`config.mk`:
```
export PLATFORM = sky130hd
export DESIGN_NAME = sym_vn_lut_loader
export DESIGN_NICKNAME = d
export VERILOG_FILES = /design/src/rtl/vn_lut_pkg.sv /design/src/rtl/sym_vn_lut_loader.sv
export SDC_FILE = /design/constraint.sdc
export NUM_CORES = 1
export LEC_CHECK = 0
export ABC_AREA = 1
export BUFFER_PORTS_ARGS = -buffer_cell sky130_fd_sc_hd__buf_2
export CAP_MARGIN = 20
export CORE_ASPECT_RATIO = 1.75
export CORE_UTILIZATION = 40
export DETAILED_ROUTE_END_ITERATION = 8
export GPL_ROUTABILITY_DRIVEN = 0
export PLACE_DENSITY = 0.66
export SKIP_CTS_REPAIR_TIMING = 1
export SLEW_MARGIN = 15
export SYNTH_ARGS = -nofsm -noshare
export SYNTH_HDL_FRONTEND = slang
export SYNTH_SLANG_ARGS = --single-unit
```
`constraint.sdc`:
```
create_clock -name write_clk -period 1.5 [get_ports write_clk]
set_clock_uncertainty 0.1 [all_clocks]
set_input_delay 0.075 -clock write_clk [delete_from_list [all_inputs] [get_ports write_clk]]
set_output_delay 0.075 -clock write_clk [all_outputs]
set_load 0.02 [all_outputs]
```
`src/rtl/vn_lut_pkg.sv`:
```
`default_nettype none
// ============================================================================
// Package     : vn_lut_pkg
// Description : Shared constants and load-FSM state encoding for the
//               symmetric variable-node IB-LUT rank (read and write paths).
// Revision    : 1.0 - initial release
// ============================================================================
package vn_lut_pkg;

  // LUT entries per load pass, one per page address
  localparam int PAGE_NUM = 32;
  // Page address width
  localparam int ADDR_W   = $clog2(PAGE_NUM);
  // LUT entry width
  localparam int QUAN_W   = 3;

  // Loader state encoding
  typedef enum logic [1:0] {
    IDLE = 2'd0,
    LOAD = 2'd1,
    DONE = 2'd2
  } load_state_e;

endpackage : vn_lut_pkg
`default_nettype wire

```
`src/rtl/sym_vn_lut_loader.sv`:
```
`default_nettype none
// ============================================================================
// Module      : sym_vn_lut_loader
// Description : Write-side page loader for the symmetric 2-input VN IB-LUT
//               rank. Accepts 3-bit entries over valid/ready and writes them
//               to page addresses 0..PAGE_NUM-1 through two duplicated write
//               ports, then pulses load_done for one cycle.
// Revision    : 1.0 - initial release
// ============================================================================
module sym_vn_lut_loader
  import vn_lut_pkg::*;
(
  input  logic              write_clk,
  input  logic              rstn,
  input  logic              load_start,
  input  logic              lut_word_valid,
  input  logic [QUAN_W-1:0] lut_word,
  output logic              lut_word_ready,
  output logic [QUAN_W-1:0] lut_in_bank0_replicate_0,
  output logic [ADDR_W-1:0] page_write_addr_replicate_0,
  output logic [QUAN_W-1:0] lut_in_bank0_replicate_1,
  output logic [ADDR_W-1:0] page_write_addr_replicate_1,
  output logic              we,
  output logic              load_busy,
  output logic              load_done
);

  localparam logic [ADDR_W-1:0] LAST_PAGE = ADDR_W'(PAGE_NUM - 1);

  load_state_e       state_q, state_d;
  logic [ADDR_W-1:0] page_q,  page_d;
  logic              we_q,    we_d;

  // Replica write ports are duplicated purely for fanout towards the two
  // halves of the rank; the keep attribute stops synthesis from merging them.
  (* keep = "true" *) logic [QUAN_W-1:0] data_rep0_q;
  (* keep = "true" *) logic [ADDR_W-1:0] addr_rep0_q;
  (* keep = "true" *) logic [QUAN_W-1:0] data_rep1_q;
  (* keep = "true" *) logic [ADDR_W-1:0] addr_rep1_q;
  logic [QUAN_W-1:0] data_rep0_d, data_rep1_d;
  logic [ADDR_W-1:0] addr_rep0_d, addr_rep1_d;

  logic xfer;
  logic last_page;

  assign xfer      = lut_word_valid & lut_word_ready;
  assign last_page = (page_q == LAST_PAGE);

  // State register plus write-side datapath registers
  always_ff @(posedge write_clk or negedge rstn) begin
    if (!rstn) begin
      state_q     <= IDLE;
      page_q      <= '0;
      we_q        <= 1'b0;
      data_rep0_q <= '0;
      addr_rep0_q <= '0;
      data_rep1_q <= '0;
      addr_rep1_q <= '0;
    end else begin
      state_q     <= state_d;
      page_q      <= page_d;
      we_q        <= we_d;
      data_rep0_q <= data_rep0_d;
      addr_rep0_q <= addr_rep0_d;
      data_rep1_q <= data_rep1_d;
      addr_rep1_q <= addr_rep1_d;
    end
  end

  // Next-state logic: start only honoured in IDLE, DONE lasts one cycle
  always_comb begin
    state_d = state_q;
    case (state_q)
      IDLE:    if (load_start)         state_d = LOAD;
      LOAD:    if (xfer && last_page)  state_d = DONE;
      DONE:                            state_d = IDLE;
      default:                         state_d = IDLE;
    endcase
  end

  // Moore outputs decoded from the current state
  always_comb begin
    lut_word_ready = 1'b0;
    load_busy      = 1'b0;
    load_done      = 1'b0;
    case (state_q)
      LOAD: begin
        lut_word_ready = 1'b1;
        load_busy      = 1'b1;
      end
      DONE: begin
        load_busy      = 1'b1;
        load_done      = 1'b1;
      end
      default: ;
    endcase
  end

  // Page counter and write-port next values; the counter parks on the last
  // page rather than wrapping, and the ports hold their value between writes
  always_comb begin
    page_d      = page_q;
    we_d        = xfer;
    data_rep0_d = data_rep0_q;
    addr_rep0_d = addr_rep0_q;
    data_rep1_d = data_rep1_q;
    addr_rep1_d = addr_rep1_q;

    if (state_q == IDLE && load_start) begin
      page_d = '0;
    end else if (xfer && !last_page) begin
      page_d = page_q + ADDR_W'(1);
    end

    if (xfer) begin
      data_rep0_d = lut_word;
      addr_rep0_d = page_q;
      data_rep1_d = lut_word;
      addr_rep1_d = page_q;
    end
  end

  assign we                          = we_q;
  assign lut_in_bank0_replicate_0    = data_rep0_q;
  assign page_write_addr_replicate_0 = addr_rep0_q;
  assign lut_in_bank0_replicate_1    = data_rep1_q;
  assign page_write_addr_replicate_1 = addr_rep1_q;

endmodule : sym_vn_lut_loader
`default_nettype wire

```
-- Word level (Yosys, flattened, before mapping)
Cells that the tools add are included.
- memories: 0
- bits in read-only memories: 0
- bits in writable memories: 0
- latch bits: 0
- register bits: 16
- bits of input ports: 7
- bitwise logic cells: 1
- multiplexer cells: 8
- reductions and logical operators: 8
- eq/ne operators: 5
- multipliers: 0
- add/sub/neg operators: 1
- divide/modulo/power cells: 0
- shift-type cells: 0
- order comparisons: 0
- operators by type and width (operator ; number):
    5-bit 2-to-1 mux ; 2
    5-bit by 1-bit adder with 5-bit output (second input constant) ; 1
    5-bit == test (second input constant) ; 1
    2-bit 2-to-1 mux ; 2
    2-bit != test (second input constant) ; 2
    2-bit one-hot mux with 2 select lines ; 1
    1-bit logical AND ; 3
    1-bit 2-to-1 mux ; 3
    2-bit by 1-bit == test with 1-bit output (second input constant) ; 1
    2-bit == test (second input constant) ; 1
    2-bit logical NOT ; 1
    2-bit AND reduction ; 1
    2-bit nonzero test ; 1
    2-bit OR reduction ; 1
    1-bit AND ; 1
    1-bit logical NOT ; 1

-- Depth between registers and ports, before layout
- depth in word-level cells: 6
- depth in mapped cells: 9

-- Worst setup path after synthesis
OpenSTA, ideal clock, no wires.
- kind: register -> register
- start: reg state_q[1]
- end: reg page_q[0]
- library setup time: 0.119 ns
- stages on the path, launching flop included: 8
- data required time: 1.281 ns
- period minus slack after synthesis: 1.525 ns
- setup slack: -0.025 ns
- path buffers: 0
- arrival: 1.306 ns
- cells stage by stage: dfrtp_1 inv_1 ha_1 nand2_2 nor2_4 inv_2 nand2_4 o21ai_2
- longest elaborated chain between the ends: 5
- elaborated cells between the ends (all ways): 8
- those cells by class: eq/ne: 1; mux: 2; bitwise: 1; reduce/logical: 4
- ends and longest elaborated chain (item ; RTL line ; text):
    start: declaration ; sym_vn_lut_loader.sv:30 ; load_state_e state_q, state_d;
    start signal: assignment ; sym_vn_lut_loader.sv:60 ; state_q <= state_d;
    2-bit by 1-bit == test with 1-bit output ; sym_vn_lut_loader.sv:86 ; case (state_q)
    1-bit 2-to-1 mux ; sym_vn_lut_loader.sv:86 ;
    net lut_word_ready ; sym_vn_lut_loader.sv:18 ; output logic lut_word_ready,
    1-bit AND ; sym_vn_lut_loader.sv:46 ; assign xfer = lut_word_valid & lut_word_ready;
    1-bit logical AND ; sym_vn_lut_loader.sv:111 ; end else if (xfer && !last_page) begin
    2-bit nonzero test (no line) ; -- ;
    end signal: assignment ; sym_vn_lut_loader.sv:61 ; page_q <= page_d;
    end: declaration ; sym_vn_lut_loader.sv:31 ; logic [ADDR_W-1:0] page_q, page_d;
The timed path passes the listed nets, and every way through them passes these cells.
A chain may end at the register's enable or synchronous reset.

-- Final worst setup path
- start: reg page_q[1]
- end: reg state_q[1]
- longest elaborated chain between the ends: 4
- ends and longest elaborated chain (item ; RTL line ; text):
    5-bit == test ; sym_vn_lut_loader.sv:47 ; assign last_page = (page_q == LAST_PAGE);
    1-bit logical AND ; sym_vn_lut_loader.sv:75 ; LOAD: if (xfer && last_page) state_d = DONE;
    2-bit != test (no line) ; -- ;
    2-bit AND reduction (no line) ; -- ;
No other way between the ends.

==> impl_metrics.json <==
{
  "status": "finished with violations",
  "violations": "negative setup slack",
  "netlist_instances": 101,
  "yosysWarningCount": 0,
  "cts.sinks": 16,
  "clk_path_buf_depth": 2,
  "critPathLaunchType": "register",
  "worst_pin_slew_ns": 0.3561,
  "maxSlewHeadroom_pct": 76.26,
  "crit_fanout": 3,
  "irDropWorstVdd_v": 0.0007891,
  "synth_area_sq_um": 904.6,
  "slowest_delay_ns": 0.37,
  "crit_type": "register to register",
  "overflow": 0,
  "clock-root-buffer": "clkbuf_4",
  "via_per_inst": 4.750,
  "rows": 22,
  "syn2layout_area_growth_pct": 20.75,
  "core_sq_um": 2120,
  "setup_ws_ns": -0.01938,
  "grt_usage_pct": 15.23,
  "p_leak_nw": 0.6126,
  "pre_cts_slack_ns": -0.06849,
  "avgSynthCellArea_sq_um": 8.957,
  "nNetsFinal": 139,
  "finalCritPeriodShare_pct": 101.3,
  "grt_pass1_vias": 631,
  "grt_max_degree": 17,
  "slowest_stage": "dfrtp_1",
  "layout-drive-gt1-share_pct": 41.94,
  "die_y_microns": 64.91,
  "layout_common_cells": "nand2_1, buf_2, dfrtp_1",
  "crit_path_end_kind": "register",
  "cts_buffers": 3,
  "maxCapViolCount": 0,
  "syn-num-nets": 115,
  "vias": 703,
  "mostFrequentLayoutCell": "nand2_1",
  "portBuffers": 26,
  "crit_arrival_ns": 1.61,
  "ant_nets": 0,
  "io_pins": 27,
  "clkTransAtPathRegs_ns": 0.09,
  "postLayoutCoreUtil_pct": 51.53,
  "regArea_sq_um": 400.4,
  "power.density_nw_per_um2": 1804,
  "crit_chain": "ha_2 -> nand2_1 -> nor2_1 -> ha_2 -> inv_2 -> o21ai_4 -> nand2_1 -> nand2_1 -> nand2_1",
  "finalSetupTns_ns": -0.09122,
  "num_antenna_cells": 0,
  "cts_tree": "yes",
  "dp_hpwl_microns": 1208,
  "rsz0062_at_grt": "true",
  "hp-class": "primary input to register",
  "antenna_found_initial": 0,
  "finalMaxSlewViolations": 0,
  "hold_viol": 0,
  "die-area_sq_um": 2463,
  "routed_wl_microns": 1582,
  "first_pass_iters": 4,
  "crit_path_frequent_cell": "nand2_1",
  "grt_pass1_wl_microns": 2649,
  "multi_input_area_sq_um": 366.6,
  "clock_latency_ns": 0.29,
  "post_drt_wl_per_cell_microns": 10.69,
  "drt_iter0_drc": 18,
  "min_period_ns": 1.519,
  "setup_viol": 5,
  "start_util_pct": 42.68,
  "nFillCells": 201,
  "ff2ff_setup_slack_ns": -0.02,
  "cts.htree.levels": 1,
  "hold_ws_ns": 0.009561,
  "timing.fmax_mhz": 658.2,
  "die_x_microns": 37.95,
  "worstPathRequired_ns": 1.59,
  "power_mw": 1.971,
  "drc": 0
}
[metrics by stage]
stage / cell area, sq um / cells
6_report: 1092 / 148
5_1_grt: 1092 / 148
4_1_cts: 1008 / 142
3_5_place_dp: 972.2 / 138
3_3_place_gp: 972.2 / 138
2_1_floorplan: 907.1 / 101
[layer usage]
layer  global-route usage (%)  wire length (microns)  up-vias
met2                    26.08                    876       20
met1                    16.07                    595      331
met4                    10.71                     50        0
met5                        0                      0        -
li1                         -                      -      347
met3                    2.055                     59        5
[area by class of cell]
class                           instances  share of cell area (%)
Tap cell                               24                   2.749
Clock buffer                            4                   3.322
Multi-Input combinational cell         58                   33.56
Timing Repair Buffer                   36                   20.27
Inverter                               10                   3.436
Sequential cell                        16                   36.66
[report_power, final]
part | switching (mW) | internal, mW | total (mW)
clock | 0.138 | 0.148 | 0.286
combinational | 0.646 | 0.403 | 1.05
sequential | 0.0814 | 0.554 | 0.636
[worst paths after layout]
kind | from | end | cells past startpoint
hold reg to reg | lut_in_bank0_replicate_1[1] | lut_in_bank0_replicate_1[1] | 2
setup reg to reg | page_q[1] | state_q[1] | 9
hold / removal | lut_word_valid | page_write_addr_replicate_1[4] | 3
max in group asynchronous | rstn | lut_in_bank0_replicate_1[2] | 2
setup / recovery | page_q[1] | state_q[1] | 9
min in group asynchronous | rstn | page_q[2] | 2
[registers in the layout (all words and copies together) (netlist names)]
register	cells
lut_in_bank0_replicate_1	3
we	1
state_q	2
page_q	5
page_write_addr_replicate_1	5
[worst max-delay path, delay by kind of cell, from the launching register on]
family / cells / cell delay, ns
flip-flops: 1 / 0.37
adder cells (fa/ha/maj): 2 / 0.41
AND/OR/NAND/NOR: 5 / 0.35
buffers and inverters: 1 / 0.05
AO/OA/AOI/OAI: 1 / 0.13
Power figures use the tool's default switching activity.
